[config.mk]
export PLATFORM = sky130hd
export DESIGN_NAME = cp0_regfile_flat
export DESIGN_NICKNAME = d
export VERILOG_FILES = /design/src/rtl/cp0_pkg.sv /design/src/rtl/cp0_regfile_if.sv /design/src/rtl/cp0_timer.sv /design/src/rtl/cp0_regfile.sv /design/src/flat_wrapper.sv
export SDC_FILE = /design/constraint.sdc
export NUM_CORES = 1
export LEC_CHECK = 0
export BUFFER_PORTS_ARGS = -buffer_cell sky130_fd_sc_hd__buf_2
export CORE_MARGIN = 2
export CORE_UTILIZATION = 45
export DETAILED_ROUTE_END_ITERATION = 10
export PLACE_DENSITY = 0.79
export SKIP_CTS_REPAIR_TIMING = 1
export SLEW_MARGIN = 40
export SYNTH_ARGS = -nofsm -noshare
export SYNTH_HDL_FRONTEND = slang
export SYNTH_HIERARCHICAL = 1
export SYNTH_SLANG_ARGS = --single-unit
[constraint.sdc]
create_clock -name clk -period 4.5 [get_ports clk]
set_clock_uncertainty 0.15 [all_clocks]
set_input_delay 0.45 -clock clk [delete_from_list [all_inputs] [get_ports clk]]
set_output_delay 0.45 -clock clk [all_outputs]
set_load 0.1 [all_outputs]
[src/rtl/cp0_pkg.sv]
// Shared CP0 constants: register numbers, commit codes, ExcCodes, bit positions.
// Consumed by the CP0 register file and the memory-stage exception unit.
package cp0_pkg;

    localparam logic [4:0] CP0_BADVADDR = 5'd8;
    localparam logic [4:0] CP0_COUNT    = 5'd9;
    localparam logic [4:0] CP0_COMPARE  = 5'd11;
    localparam logic [4:0] CP0_STATUS   = 5'd12;
    localparam logic [4:0] CP0_CAUSE    = 5'd13;
    localparam logic [4:0] CP0_EPC      = 5'd14;
    localparam logic [4:0] CP0_PRID     = 5'd15;
    localparam logic [4:0] CP0_CONFIG   = 5'd16;

    localparam logic [31:0] EXC_NONE = 32'h0;
    localparam logic [31:0] EXC_INT  = 32'h1;
    localparam logic [31:0] EXC_ADEL = 32'h4;
    localparam logic [31:0] EXC_ADES = 32'h5;
    localparam logic [31:0] EXC_SYS  = 32'h8;
    localparam logic [31:0] EXC_BP   = 32'h9;
    localparam logic [31:0] EXC_RI   = 32'ha;
    localparam logic [31:0] EXC_OV   = 32'hc;
    localparam logic [31:0] EXC_TR   = 32'hd;
    localparam logic [31:0] EXC_ERET = 32'he;

    localparam logic [4:0] EXCCODE_INT  = 5'h00;
    localparam logic [4:0] EXCCODE_ADEL = 5'h04;
    localparam logic [4:0] EXCCODE_ADES = 5'h05;
    localparam logic [4:0] EXCCODE_SYS  = 5'h08;
    localparam logic [4:0] EXCCODE_BP   = 5'h09;
    localparam logic [4:0] EXCCODE_RI   = 5'h0a;
    localparam logic [4:0] EXCCODE_OV   = 5'h0c;
    localparam logic [4:0] EXCCODE_TR   = 5'h0d;

    localparam int STATUS_IE  = 0;
    localparam int STATUS_EXL = 1;
    localparam int STATUS_BEV = 22;
    localparam int CAUSE_TI   = 30;
    localparam int CAUSE_BD   = 31;

    function automatic logic [4:0] exc_code(input logic [31:0] t);
        logic [4:0] c;
        c = t[4:0];
        case (t)
            EXC_INT:  c = EXCCODE_INT;
            EXC_ADEL: c = EXCCODE_ADEL;
            EXC_ADES: c = EXCCODE_ADES;
            EXC_SYS:  c = EXCCODE_SYS;
            EXC_BP:   c = EXCCODE_BP;
            EXC_RI:   c = EXCCODE_RI;
            EXC_OV:   c = EXCCODE_OV;
            EXC_TR:   c = EXCCODE_TR;
            default:  c = t[4:0];
        endcase
        return c;
    endfunction

endpackage

[src/rtl/cp0_regfile_if.sv]
// CP0 access bundle: MTC0/MFC0, commit verdict, interrupt lines, live outputs.
// master = core side, slave = CP0 register file.
interface cp0_regfile_if;
    logic        we_i;
    logic [4:0]  waddr_i;
    logic [31:0] wdata_i;
    logic [4:0]  raddr_i;
    logic [31:0] rdata_o;
    logic [5:0]  int_i;
    logic [31:0] except_type_i;
    logic [31:0] pc_i;
    logic        is_in_delayslot_i;
    logic [31:0] badvaddr_i;
    logic [31:0] status_o;
    logic [31:0] cause_o;
    logic [31:0] epc_o;
    logic        timer_int_o;

    modport master (
        output we_i, waddr_i, wdata_i, raddr_i, int_i,
        output except_type_i, pc_i, is_in_delayslot_i, badvaddr_i,
        input  rdata_o, status_o, cause_o, epc_o, timer_int_o
    );

    modport slave (
        input  we_i, waddr_i, wdata_i, raddr_i, int_i,
        input  except_type_i, pc_i, is_in_delayslot_i, badvaddr_i,
        output rdata_o, status_o, cause_o, epc_o, timer_int_o
    );
endinterface

[src/rtl/cp0_timer.sv]
// Count/Compare timer: Count advances every second clock, TI latches on match.
// Only built when CP0_TIMER_EN is defined.
module cp0_timer (
    input  logic        clk,
    input  logic        rst,
    input  logic        count_we,
    input  logic        compare_we,
    input  logic [31:0] wdata,
    output logic [31:0] count,
    output logic [31:0] compare,
    output logic        ti
);

    logic toggle;

    always_ff @(posedge clk or negedge rst) begin
        if (!rst) begin
            count  <= '0;
            toggle <= 1'b0;
        end else if (count_we) begin
            count  <= wdata;
            toggle <= 1'b0;
        end else begin
            toggle <= ~toggle;
            if (toggle) count <= count + 32'd1;
        end
    end

    // Compare write clears TI even if this cycle also matches
    always_ff @(posedge clk or negedge rst) begin
        if (!rst) begin
            compare <= '0;
            ti      <= 1'b0;
        end else if (compare_we) begin
            compare <= wdata;
            ti      <= 1'b0;
        end else if (count == compare) begin
            ti <= 1'b1;
        end
    end

endmodule

[src/rtl/cp0_regfile.sv]
// Coprocessor-0 register file: exception commit, MTC0/MFC0, interrupt sampling.
// Define CP0_TIMER_EN to build the Count/Compare timer (cp0_timer).
module cp0_regfile
    import cp0_pkg::*;
#(
    parameter logic [31:0] PRID_VAL   = 32'h0000_4220,
    parameter logic [31:0] CONFIG_VAL = 32'h8000_0000
) (
    input logic         clk,
    input logic         rst,
    cp0_regfile_if.slave bus
);

    logic [31:0] badvaddr;
    logic [31:0] epc;
    logic [7:0]  status_im;
    logic        status_exl;
    logic        status_ie;
    logic        cause_bd;
    logic [5:0]  cause_ip_hw;
    logic [1:0]  cause_ip_sw;
    logic [4:0]  cause_exc;

    logic [31:0] count;
    logic [31:0] compare;
    logic        ti;

    logic exc_commit;
    logic eret;
    logic mtc0;

    assign exc_commit = (bus.except_type_i != EXC_NONE) &&
                        (bus.except_type_i != EXC_ERET);
    assign eret = (bus.except_type_i == EXC_ERET);
    assign mtc0 = bus.we_i && !exc_commit && !eret;

`ifdef CP0_TIMER_EN
    cp0_timer u_timer (
        .clk        (clk),
        .rst        (rst),
        .count_we   (mtc0 && (bus.waddr_i == CP0_COUNT)),
        .compare_we (mtc0 && (bus.waddr_i == CP0_COMPARE)),
        .wdata      (bus.wdata_i),
        .count      (count),
        .compare    (compare),
        .ti         (ti)
    );
`else
    assign count   = '0;
    assign compare = '0;
    assign ti      = 1'b0;
`endif

    always_ff @(posedge clk or negedge rst) begin
        if (!rst) begin
            cause_ip_hw <= '0;
        end else begin
            cause_ip_hw <= {bus.int_i[5] | ti, bus.int_i[4:0]};
        end
    end

    always_ff @(posedge clk or negedge rst) begin
        if (!rst) begin
            badvaddr    <= '0;
            epc         <= '0;
            status_im   <= '0;
            status_exl  <= 1'b0;
            status_ie   <= 1'b0;
            cause_bd    <= 1'b0;
            cause_ip_sw <= '0;
            cause_exc   <= '0;
        end else if (exc_commit) begin
            status_exl <= 1'b1;
            cause_exc  <= exc_code(bus.except_type_i);
            // Nested exception keeps the original return point
            if (!status_exl) begin
                epc      <= bus.is_in_delayslot_i ? bus.pc_i - 32'd4
                                                  : bus.pc_i;
                cause_bd <= bus.is_in_delayslot_i;
            end
            if (bus.except_type_i == EXC_ADEL ||
                bus.except_type_i == EXC_ADES) begin
                badvaddr <= bus.badvaddr_i;
            end
        end else if (eret) begin
            status_exl <= 1'b0;
        end else if (mtc0) begin
            case (bus.waddr_i)
                CP0_STATUS: begin
                    status_im  <= bus.wdata_i[15:8];
                    status_exl <= bus.wdata_i[STATUS_EXL];
                    status_ie  <= bus.wdata_i[STATUS_IE];
                end
                CP0_CAUSE: cause_ip_sw <= bus.wdata_i[9:8];
                CP0_EPC:   epc         <= bus.wdata_i;
                default:   ;
            endcase
        end
    end

    logic [31:0] status_w;
    logic [31:0] cause_w;
    logic [31:0] rdata;

    assign status_w = {9'b0, 1'b1, 6'b0, status_im, 6'b0,
                       status_exl, status_ie};
    assign cause_w  = {cause_bd, ti, 14'b0, cause_ip_hw, cause_ip_sw,
                       1'b0, cause_exc, 2'b0};

    always_comb begin
        rdata = '0;
        unique case (1'b1)
            bus.raddr_i == CP0_BADVADDR: rdata = badvaddr;
            bus.raddr_i == CP0_COUNT:    rdata = count;
            bus.raddr_i == CP0_COMPARE:  rdata = compare;
            bus.raddr_i == CP0_STATUS:   rdata = status_w;
            bus.raddr_i == CP0_CAUSE:    rdata = cause_w;
            bus.raddr_i == CP0_EPC:      rdata = epc;
            bus.raddr_i == CP0_PRID:     rdata = PRID_VAL;
            bus.raddr_i == CP0_CONFIG:   rdata = CONFIG_VAL;
            default:                     rdata = '0;
        endcase
    end

    assign bus.rdata_o     = rdata;
    assign bus.status_o    = status_w;
    assign bus.cause_o     = cause_w;
    assign bus.epc_o       = epc;
    assign bus.timer_int_o = ti;

endmodule
[src/flat_wrapper.sv]
// flat-port wrapper written by rule: the top's interface ports become plain ports
module cp0_regfile_flat import cp0_pkg::*;
#(
    parameter logic [31:0] PRID_VAL   = 32'h0000_4220,
    parameter logic [31:0] CONFIG_VAL = 32'h8000_0000
)
  (clk, rst, bus_we_i, bus_waddr_i, bus_wdata_i, bus_raddr_i, bus_int_i, bus_except_type_i, bus_pc_i, bus_is_in_delayslot_i, bus_badvaddr_i, bus_rdata_o, bus_status_o, bus_cause_o, bus_epc_o, bus_timer_int_o);
  cp0_regfile_if bus_i ();
  input logic clk;
  input logic rst;
  input wire logic [$bits(bus_i.we_i)-1:0] bus_we_i;
  input wire logic [$bits(bus_i.waddr_i)-1:0] bus_waddr_i;
  input wire logic [$bits(bus_i.wdata_i)-1:0] bus_wdata_i;
  input wire logic [$bits(bus_i.raddr_i)-1:0] bus_raddr_i;
  input wire logic [$bits(bus_i.int_i)-1:0] bus_int_i;
  input wire logic [$bits(bus_i.except_type_i)-1:0] bus_except_type_i;
  input wire logic [$bits(bus_i.pc_i)-1:0] bus_pc_i;
  input wire logic [$bits(bus_i.is_in_delayslot_i)-1:0] bus_is_in_delayslot_i;
  input wire logic [$bits(bus_i.badvaddr_i)-1:0] bus_badvaddr_i;
  output wire logic [$bits(bus_i.rdata_o)-1:0] bus_rdata_o;
  output wire logic [$bits(bus_i.status_o)-1:0] bus_status_o;
  output wire logic [$bits(bus_i.cause_o)-1:0] bus_cause_o;
  output wire logic [$bits(bus_i.epc_o)-1:0] bus_epc_o;
  output wire logic [$bits(bus_i.timer_int_o)-1:0] bus_timer_int_o;
  assign bus_i.we_i = bus_we_i;
  assign bus_i.waddr_i = bus_waddr_i;
  assign bus_i.wdata_i = bus_wdata_i;
  assign bus_i.raddr_i = bus_raddr_i;
  assign bus_i.int_i = bus_int_i;
  assign bus_i.except_type_i = bus_except_type_i;
  assign bus_i.pc_i = bus_pc_i;
  assign bus_i.is_in_delayslot_i = bus_is_in_delayslot_i;
  assign bus_i.badvaddr_i = bus_badvaddr_i;
  assign bus_rdata_o = bus_i.rdata_o;
  assign bus_status_o = bus_i.status_o;
  assign bus_cause_o = bus_i.cause_o;
  assign bus_epc_o = bus_i.epc_o;
  assign bus_timer_int_o = bus_i.timer_int_o;
  cp0_regfile #(.PRID_VAL(PRID_VAL), .CONFIG_VAL(CONFIG_VAL)) u_core (.clk(clk), .rst(rst), .bus(bus_i));
endmodule
==> flow_summary_export.csv, run 1 <==
group,metric,value,unit
worst_setup_path,crit_path_end_kind,"output port",
yosys,yosysWarnings,6,
worst_setup_path,path_buf_inv,3,
run_status,status,"completed",
grt,antenna_found_initial,1,
sta,clock.fmax,0.332,GHz
sta,worst_pin_slew,0.797,ns
power,worst_ir_drop_vdd,0.174,mV
yosys,yosysSeqAreaShare,0.437,
drt,ant_nets,0,
clock_tree,clk_pin_slew,0.09,ns
drt,wl_per_cell,19.0,um
floorplan,core_area,0.0109,mm2
yosys,syn_inst,469,
layout,final_cells,834,
place,dp_cells,815,
grt,grt.busiest_layer,"met2",
grt,grt_max_degree,47,
clock_tree,clk-insertion-delay-late,0.36,ns
grt,grt_pass1_vias,4547,
drt,drtIter0Drc,360,
grt,grt_use_total,0.256,
floorplan,die_w,110,um
clock_tree,cts_max_level,3,
hold_path,min_path_type,"input pin to register",
worst_setup_path,crit_type,"input pin to output port",
layout,nNetsFinal,837,
drt,vias,4671,
worst_setup_path,cpMaxStageDelayCell,"nor2b_2",
worst_setup_path,cpPeakStageDelay,0.58,ns
drt,dr.pass1.iters,5,
sta,setup_violations,0,
worst_setup_path,worstPathArrival,2.41,ns
grt,met2_usage,0.442,
grt,grtUsageMet1,0.327,
power,power_density,313,mW/mm2
yosys,synth_area_leader_cell,"dfrtp_1",
sta,fin_crit,3.01,ns
worst_setup_path,cp_top_family,"simple AND/OR/NAND/NOR gates",
sta,finalCritPeriodShare,0.669,
drt,routed_wirelength,15.9,mm
yosys,syn_area_per_cell,10.7,um2
layout,area_growth,27.6,%
yosys,async_reset_ff_frac,1.00,
grt,grt_overflow,0,
layout,final_core_util,0.591,
yosys,synth_edf_count,0,
floorplan,io_pins,277,
sta,whs,0.0365,ns
yosys,netlist.area_leader.share,0.437,
power,p_leak,3.26,nW
clock_tree,root_buffer,"clkbuf_8",
sta,slew_violations,0,
place,portBuffers,235,
job,drv_cap,0,
sta,rsz0062_at_grt,"false",
grt,grt_pass1_wl,23.5,mm
floorplan,start_util,0.463,
yosys,ys.flop_type,"dfrtp_1",
yosys,ys_top_cells_by_area,"dfrtp_1 (44%), mux2_1 (9.8%), buf_4 (6.6%), o221a_1 (3.8%), a22o_1 (2.6%)",
drt,route.detailed.drc,0,
floorplan,die_h,110,um
worst_setup_path,worstPathMaxFanout,15,
grt,use_met3,0.0320,
layout,drive_gt1_frac,0.403,
sta,fin_tns_setup,0,ns
clock_tree,clockBufferDepth,2,
yosys,synth_area,0.00504,mm2
floorplan,rows,38,
worst_setup_path,cp_common_cell,"buf_2",
place,dp_hpwl,11.8,mm
drt,drt-vias-per-instance,5.60,
worst_setup_path,start_kind,"input pin",
worst_setup_path,required,3.90,ns
yosys,ys_seq_elements,88,
place,globalplace.congestion,0.809,
sta,hold_violations,0,
layout,fillers,975,
worst_setup_path,worstPathCellList,"buf_2 -> and3_1 -> nor2b_2 -> a222oi_1 -> inv_1 -> buf_2",
floorplan,die_area,0.0121,mm2
clock_tree,cts_sinks,88,
clock_tree,cts_buffers,9,
sta,relSlewSlack,0.466,
clock_tree,cts_tree,"yes",
yosys,yosysUniqueCellTypes,55,
-- flip-flops by register name, indices dropped and copies added (netlist names) --
signal and cells:
u_core/cause_bd 1, u_core/status_ie 1, u_core/cause_exc 5, u_core/status_exl 1, u_core/badvaddr 32, u_core/cause_ip_hw 6
u_core/cause_ip_sw 2, u_core/status_im 8, u_core/bus.epc_o 32
-- stage by stage --
step	total power, mW	worst slack, ns	cell area [um2]
final	2.01	1.49	6430
after global placement	1.38	1.27	6150
after CTS	2.02	1.51	6390
after detailed placement	1.39	1.51	6160
after floorplan	1.27	0.567	5190
after global routing	2.08	1.43	6430
-- cell type report --
class	count	area, um2	area share
clock inverters	4	76.3	0.0119
flip-flops and latches	88	2200	0.342
repair buffers	242	1250	0.195
inverters	11	41.3	0.00642
clock buffers	12	155	0.0241
diodes	1	2.50	0.000389
well taps	140	175	0.0272
multi-input cells	336	2520	0.393
-- power by group --
group	switching, mW	internal (mW)
sequential	0.0205	0.812
clock	0.294	0.345
combinational	0.441	0.0979
-- Yosys cell counts, types with 3 or more instances --
cell type,count
mux2_2,3
xor2_1,8
nor2b_1,3
mux2i_1,10
buf_4,44
or3_1,8
dfrtp_1,88
clkbuf_1,17
o21ai_1,4
nand3_1,22
o221a_1,17
buf_2,10
o221a_2,10
and3_1,4
inv_1,11
a21oi_1,4
o21ai_0,12
or4_1,12
a22o_1,15
a222oi_1,4
a221o_1,8
mux2_1,44
nand2_1,27
xnor2_1,3
nor4_1,11
o31ai_1,11
or4b_1,4
nor2_1,19
-- final timing paths --
kind,endpoint,cells after the start,from,slack [ns]
worst max-delay path,bus_rdata_o[6],6,bus_raddr_i[2],1.49
worst min register to register,u_core/badvaddr[22],1,u_core/badvaddr[22],0.34
min in group asynchronous,u_core/badvaddr[23],2,rst,0.49
worst min-delay path,u_core/cause_ip_hw[0],1,bus_int_i[0],0.04
worst max register to register,u_core/bus.epc_o[3],4,u_core/status_exl,2.60
max in group asynchronous,u_core/bus.epc_o[15],3,rst,2.73
-- placed cells by master (no fill, tap or decap), types with 3 or more instances in the layout --
cell	count
buf_2	234
dfrtp_1	88
mux2_1	44
conb_1	41
nand2_1	27
nand3_1	22
nor2_1	18
o221a_1	17
a22o_1	15
o21ai_0	12
or4_1	12
clkbuf_8	11
inv_1	11
nor4_1	11
o31ai_1	11
mux2i_1	10
o221a_2	10
a221o_1	8
or3_1	8
xor2_1	8
buf_4	6
and3_1	4
a222oi_1	4
a21oi_1	4
or4b_1	4
mux2_2	3
o21ai_1	3
xnor2_1	3
-- worst reg2reg max path, stage by stage, from the launching register on --
cell     delay, ns
dfrtp_1       0.53
a31oi_4       0.46
buf_16        0.22
nor2b_1       0.13
a221o_1       0.32
-- cells by family (layout without fill, tap and decap cells) --
| group | after synthesis | in the layout | share of synthesized area |
|---|---|---|---|
| and+or+nand+nor | 128 | 128 | 0.149 |
| AOI/OAI and AO/OA | 98 | 98 | 0.167 |
| DFF | 88 | 88 | 0.437 |
| buffers and inverters | 84 | 269 | 0.0993 |
| muxes | 57 | 57 | 0.125 |
| xor gates and xnor gates | 11 | 11 | 0.0191 |
| other | 2 | 42 | 0.00149 |
| adders and majority gates | 1 | 1 | 0.00248 |
-- routing by layer --
layer,part of all wire,vias to the layer above
met3,0.063,22
met5,0,-
met4,0.018,0
met2,0.50,214
li1,-,2138
met1,0.41,2297
(Power assumes the default switching activity.)
==> run 2: changes to the inputs <==
Clock period 4.5 ns to 3 ns, I/O delays scaled along.
==> run 2 against run 1 <==
Via count grew 3.3%. Cell count grew 2.6%. Flip-flop and latch count unchanged. Global-route usage up 0.84 points. Sequential power up 50%. Cell area increased by 9.6%. Register-to-register slack worse by 1.5 ns.
==> flow_summary_export.csv, run 2 (synthesis results as in run 1) <==
group,metric,value,unit
run_status,status,"completed",
layout,area_growth,39.8,%
sta,fin_tns_setup,0,ns
sta,slew_violations,0,
drt,route.detailed.drc,0,
sta,hold_violations,0,
job,drv_cap,0,
layout,final_common_cell,"buf_2",
floorplan,start_util,0.463,
worst_setup_path,r2r_slack,1.10,ns
worst_setup_path,cpMaxStageDelayCell,"dlygate4sd3_1",
grt,grt_pass1_vias,4853,
worst_setup_path,start_kind,"input pin",
sta,worst_pin_slew,0.725,ns
clock_tree,clk-insertion-delay-late,0.33,ns
clock_tree,cts_sinks,88,
sta,rsz0062_at_grt,"false",
worst_setup_path,worstPathMaxFanout,32,
drt,ant_nets,0,
grt,grt_pass1_wl,24.3,mm
clock_tree,clockBufferDepth,2,
layout,final_core_util,0.647,
clock_tree,root_buffer,"clkbuf_8",
worst_setup_path,crit_start,"bus_except_type_i[4]",
worst_setup_path,worstSetupPathDepth,8,
floorplan,die_h,110,um
drt,vias,4826,
floorplan,core_area,0.0109,mm2
place,globalplace.congestion,0.862,
sta,finalCritPeriodShare,0.890,
worst_setup_path,worstPathCellList,"dlygate4sd3_1 -> buf_2 -> nor4_1 -> and4_1 -> nand2_1 -> nor4b_4 -> buf_12 -> mux2_1",
sta,fin_crit,2.67,ns
clock_tree,clk_pin_slew,0.10,ns
worst_setup_path,path_buf_inv,3,
place,dp_hpwl,12.7,mm
layout,final_cell_mix,"buf_2 (202), dfrtp_1 (86), mux2_1 (44)",
grt,grt_overflow,0,
grt,grt_max_degree,55,
layout,drive_gt1_frac,0.408,
worst_setup_path,required,3.07,ns
drt,routed_wirelength,16.4,mm
sta,relSlewSlack,0.516,
worst_setup_path,worstPathArrival,2.74,ns
layout,nNetsFinal,857,
worst_setup_path,cp_top_family,"simple AND/OR/NAND/NOR gates",
worst_setup_path,cp-endpoint,"u_core/badvaddr[1]",
place,portBuffers,235,
sta,clock.fmax,0.374,GHz
power,p_leak,3.41,nW
power,power_density,406,mW/mm2
power,worst_ir_drop_vdd,0.270,mV
sta,setup_violations,0,
worst_setup_path,crit_path_end_kind,"register",
drt,dr.pass1.iters,5,
floorplan,die_area,0.0121,mm2
grt,grt_use_total,0.265,
worst_setup_path,cpPeakStageDelay,0.53,ns
worst_setup_path,reg2regPathDepth,3,
hold_path,min_path_type,"input pin to register",
floorplan,io_pins,277,
worst_setup_path,crit_type,"input pin to register",
worst_setup_path,r2r_end,"u_core/cause_bd",
worst_setup_path,r2r-start,"u_core/status_exl",
drt,wl_per_cell,19.1,um
drt,drt-vias-per-instance,5.64,
floorplan,rows,38,
clock_tree,cts_max_level,3,
floorplan,die_w,110,um
drt,drtIter0Drc,356,
grt,antenna_found_initial,3,
clock_tree,cts_buffers,9,
clock_tree,cts_tree,"yes",
-- run 2: cell types whose count changed in the layout (fill, tap and decap cells not counted), moves of 3 or more --
cell and change:
buf_2 -32, buf_4 +8, dlygate4sd3_1 +10, o21ai_1 +4
o21ai_0 -4, buf_12 +35, inv_6 +3
-- run 2: power breakdown --
group	internal, mW	leakage [nW]	switching (mW)
Combinational	0.182	2.20	0.668
Clock	0.307	0.0864	0.450
Sequential	1.22	1.12	0.0322
-- run 2: worst min-delay path by stage --
| stage | slack, ns | startpoint | endpoint | cells after the start |
|---|---|---|---|---|
| 5_1_grt | 0.001 | bus_badvaddr_i[18] | u_core/badvaddr[18] | 2 |
| 4_1_cts | -0.15 | rst | u_core/badvaddr[13] | 1 |
| 3_3_place_gp | 0.23 | rst | u_core/badvaddr[13] | 1 |
| 2_1_floorplan | -0.15 | rst | u_core/badvaddr[0] | 0 |
| 3_5_place_dp | 0.24 | rst | u_core/badvaddr[13] | 1 |
| 6_report | 0.009 | bus_badvaddr_i[2] | u_core/badvaddr[2] | 2 |
-- run 2: final cells by class --
| class | count | area (um2) |
|---|---|---|
| clock buffer | 9 | 124 |
| clock inverter | 7 | 51.3 |
| fill | 879 | 3840 |
| inverter | 11 | 41.3 |
| sequential | 88 | 2200 |
| antenna | 3 | 7.51 |
| multi-input combinational | 336 | 2510 |
| tap | 140 | 175 |
| timing repair buffer | 262 | 1930 |
-- run 2: per-layer routing --
| layer | global-route usage | vias to the layer above | wire [um] |
|---|---|---|---|
| met5 | 0 | - | 10 |
| met4 | 0.113 | 2 | 427 |
| met3 | 0.0676 | 41 | 1360 |
| met2 | 0.458 | 238 | 8330 |
| met1 | 0.309 | 2360 | 6250 |
| li1 | - | 2185 | - |
-- run 2: stage by stage --
step	instance area, um2	setup slack, ns	instances	hold WS [ns]	power (mW)
6_report	7050	0.329	856	0.00933	2.86
3_5_place_dp	6750	0.385	826	0.240	2.11
2_1_floorplan	5190	0.175	508	-0.146	1.90
4_1_cts	6930	0.656	842	-0.149	2.86
3_3_place_gp	6750	0.493	826	0.230	2.10
5_1_grt	7040	0.258	853	0.00122	2.96
==> run 3: changes to the inputs <==
Settings changed: CAP_MARGIN from default to 5, CORE_UTILIZATION 45 to 40, PLACE_DENSITY 0.79 to 0.71, SYNTH_HIERARCHICAL 1 to default.
==> run 3 against run 2 <==
Fmax rose by 5.5%. Global-route usage fell by 2.2 points. Utilization fell by 9.3 points. Critical endpoint is now bus_rdata_o[11]. Largest power group is now the clock network.
==> flow_summary_export.csv, run 3 <==
group,metric,value,unit
layout,fillers,1128,
run_status,status,"completed",
floorplan,start_util,0.410,
worst_setup_path,cp_top_family,"simple AND/OR/NAND/NOR gates",
drt,dr.pass1.iters,7,
clock_tree,clockBufferDepth,2,
yosys,ys_top_cells_by_area,"dfrtp_1 (42%), mux2_2 (10%), o221a_1 (6.5%), buf_4 (6.4%), a22o_1 (2.5%)",
yosys,syn_area_per_cell,10.7,um2
worst_setup_path,crit_type,"input pin to output port",
grt,grt_pass1_vias,4920,
worst_setup_path,cpMaxStageDelayCell,"nor3b_2",
layout,nNetsFinal,868,
power,power_density,424,mW/mm2
sta,fin_crit,2.53,ns
layout,multiInputGateArea,0.00262,mm2
yosys,synth_edf_count,0,
grt,grt_use_total,0.242,
clock_tree,clk-insertion-delay-late,0.34,ns
sta,fin_ws,0.469,ns
power,worst_ir_drop_vdd,0.271,mV
place,portBuffers,235,
floorplan,core_area,0.0127,mm2
clock_tree,cts_buffers,9,
drt,vias,4987,
yosys,ys_seq_elements,88,
drt,routed_wirelength,17.4,mm
power,clkPwrFrac,0.409,
power,switching_power,0.927,mW
worst_setup_path,cpPeakStageDelay,0.57,ns
layout,final_common_cell,"buf_2",
clock_tree,cts_tree,"yes",
clock_tree,root_buffer,"clkbuf_16",
worst_setup_path,reg2regPathDepth,4,
place,dp_slack,0.184,ns
floorplan,die_w,118,um
worst_setup_path,crit_start,"bus_raddr_i[3]",
sta,hold_violations,0,
worst_setup_path,r2r-start,"u_core.status_exl",
clock_tree,cts_sinks,88,
worst_setup_path,path_buf_inv,3,
floorplan,die_h,118,um
yosys,yosysWarnings,0,
grt,grt_max_degree,41,
drt,ant_nets,0,
grt,grt_pass1_wl,26.4,mm
yosys,synth_common_cells,"dfrtp_1 (88), mux2_2 (47), buf_4 (44), nand2_1 (31), o221a_1 (30)",
floorplan,die_area,0.0139,mm2
layout,regArea,0.00220,mm2
hold_path,holdPathEnd,"u_core.cause_exc[4]",
job,drv_cap,0,
place,place_area,0.00663,mm2
power,p_comb_frac,0.188,
place,dp_hpwl,13.4,mm
clock_tree,cts_max_level,3,
layout,final_core_util,0.554,
worst_setup_path,required,2.55,ns
power,p_leak,3.47,nW
hold_path,worstHoldPathCells,2,
worst_setup_path,worstPathArrival,2.08,ns
layout,area_growth,34.9,%
layout,drive_gt1_frac,0.461,
sta,worst_pin_slew,0.589,ns
clock_tree,clk_pin_slew,0.06,ns
worst_setup_path,cp_common_cell,"nand2_1",
yosys,synth_area_leader_cell,"dfrtp_1",
hold_path,hold_path_startpoint,"bus_except_type_i[4]",
drt,drt-vias-per-instance,5.57,
yosys,synth_area,0.00520,mm2
worst_setup_path,start_kind,"input pin",
layout,num_antenna_cells,0,
drt,drtIter0Drc,423,
yosys,syn_inst,487,
yosys,netlist.area_leader.share,0.424,
layout,final_area,0.00702,mm2
place,globalplace.congestion,0.851,
sta,slew_violations,0,
power,seq_power_share,0.403,
yosys,yosysMostFrequentCell,"dfrtp_1",
worst_setup_path,worstPathCellList,"buf_2 -> nor2b_1 -> nand2_1 -> nor3b_2 -> buf_4 -> a22oi_1 -> nand2_1 -> buf_12",
yosys,yosysSeqAreaShare,0.424,
yosys,ys.flop_type,"dfrtp_1",
yosys,async_reset_ff_frac,1.00,
drt,route.detailed.drc,0,
worst_setup_path,r2r_end,"u_core.bus.epc_o[25]",
yosys,yosysUniqueCellTypes,53,
floorplan,io_pins,277,
power,swShare,0.312,
grt,grt_overflow,0,
hold_path,min_path_type,"input pin to register",
floorplan,rows,41,
sta,finalCritPeriodShare,0.844,
sta,clock.fmax,0.395,GHz
sta,rsz0062_at_grt,"false",
grt,antenna_found_initial,0,
power,p_int,2.05,mW
worst_setup_path,r2r_slack,1.24,ns
worst_setup_path,worstPathMaxFanout,7,
sta,setup_violations,0,
layout,final_cell_mix,"buf_2 (218), dfrtp_1 (88), mux2_2 (47)",
sta,fin_tns_setup,0,ns
drt,wl_per_cell,19.5,um
worst_setup_path,crit_path_end_kind,"output port",
sta,relSlewSlack,0.604,
[run 3: area by class of cell]
class	instances	area share
multi-input cells	352	0.373
flip-flops and latches	88	0.314
repair buffers	259	0.232
clock buffers	9	0.0321
well taps	172	0.0307
clock inverters	6	0.0134
inverters	9	0.00482
[run 3: logic make-up after synthesis]
family	Yosys count	share of synthesized area
xor+xnor	15	0.0253
mux	48	0.104
fa+ha+maj	1	0.00241
flops	88	0.424
buf+inv	86	0.108
compound gates	102	0.171
other cells	2	0.00144
simple gates	145	0.164
[run 3: worst max path at each step]
stage,endpoint,slack [ns],cells after the start
final,bus_rdata_o[11],0.47,8
after global routing,bus_rdata_o[9],0.42,8
after CTS,bus_rdata_o[11],0.52,8
after detailed placement,u_core.bus.epc_o[28],0.18,7
after global placement,u_core.bus.epc_o[1],0.23,7
after floorplan,bus_rdata_o[9],-0.1,4
[run 3: routing by layer]
metal | global-route usage | up-vias | wire (um)
li1 | - | 2235 | -
met1 | 0.286 | 2436 | 6830
met2 | 0.421 | 283 | 8680
met3 | 0.0640 | 33 | 1410
met4 | 0.0934 | 0 | 490
met5 | 0 | - | 0
[run 3: power groups by stage]
| stage | logic (mW) | registers [mW] | clock network (mW) |
|---|---|---|---|
| finish | 0.559 | 1.20 | 1.22 |
| detailed placement | 0.548 | 1.22 | 0 |
| global route | 0.585 | 1.20 | 1.29 |
| floorplan | 0.348 | 1.28 | 0 |
| CTS | 0.549 | 1.20 | 1.24 |
| global placement | 0.541 | 1.22 | 0 |
[run 3: per-stage QoR]
| step | total power, mW | instances | hold slack (ns) |
|---|---|---|---|
| final | 2.97 | 895 | 0.0206 |
| after global routing | 3.08 | 895 | 0.0206 |
| after CTS | 2.99 | 888 | -0.216 |
| after detailed placement | 1.77 | 873 | 0.160 |
| after global placement | 1.76 | 873 | 0.152 |
| after floorplan | 1.63 | 526 | -0.146 |
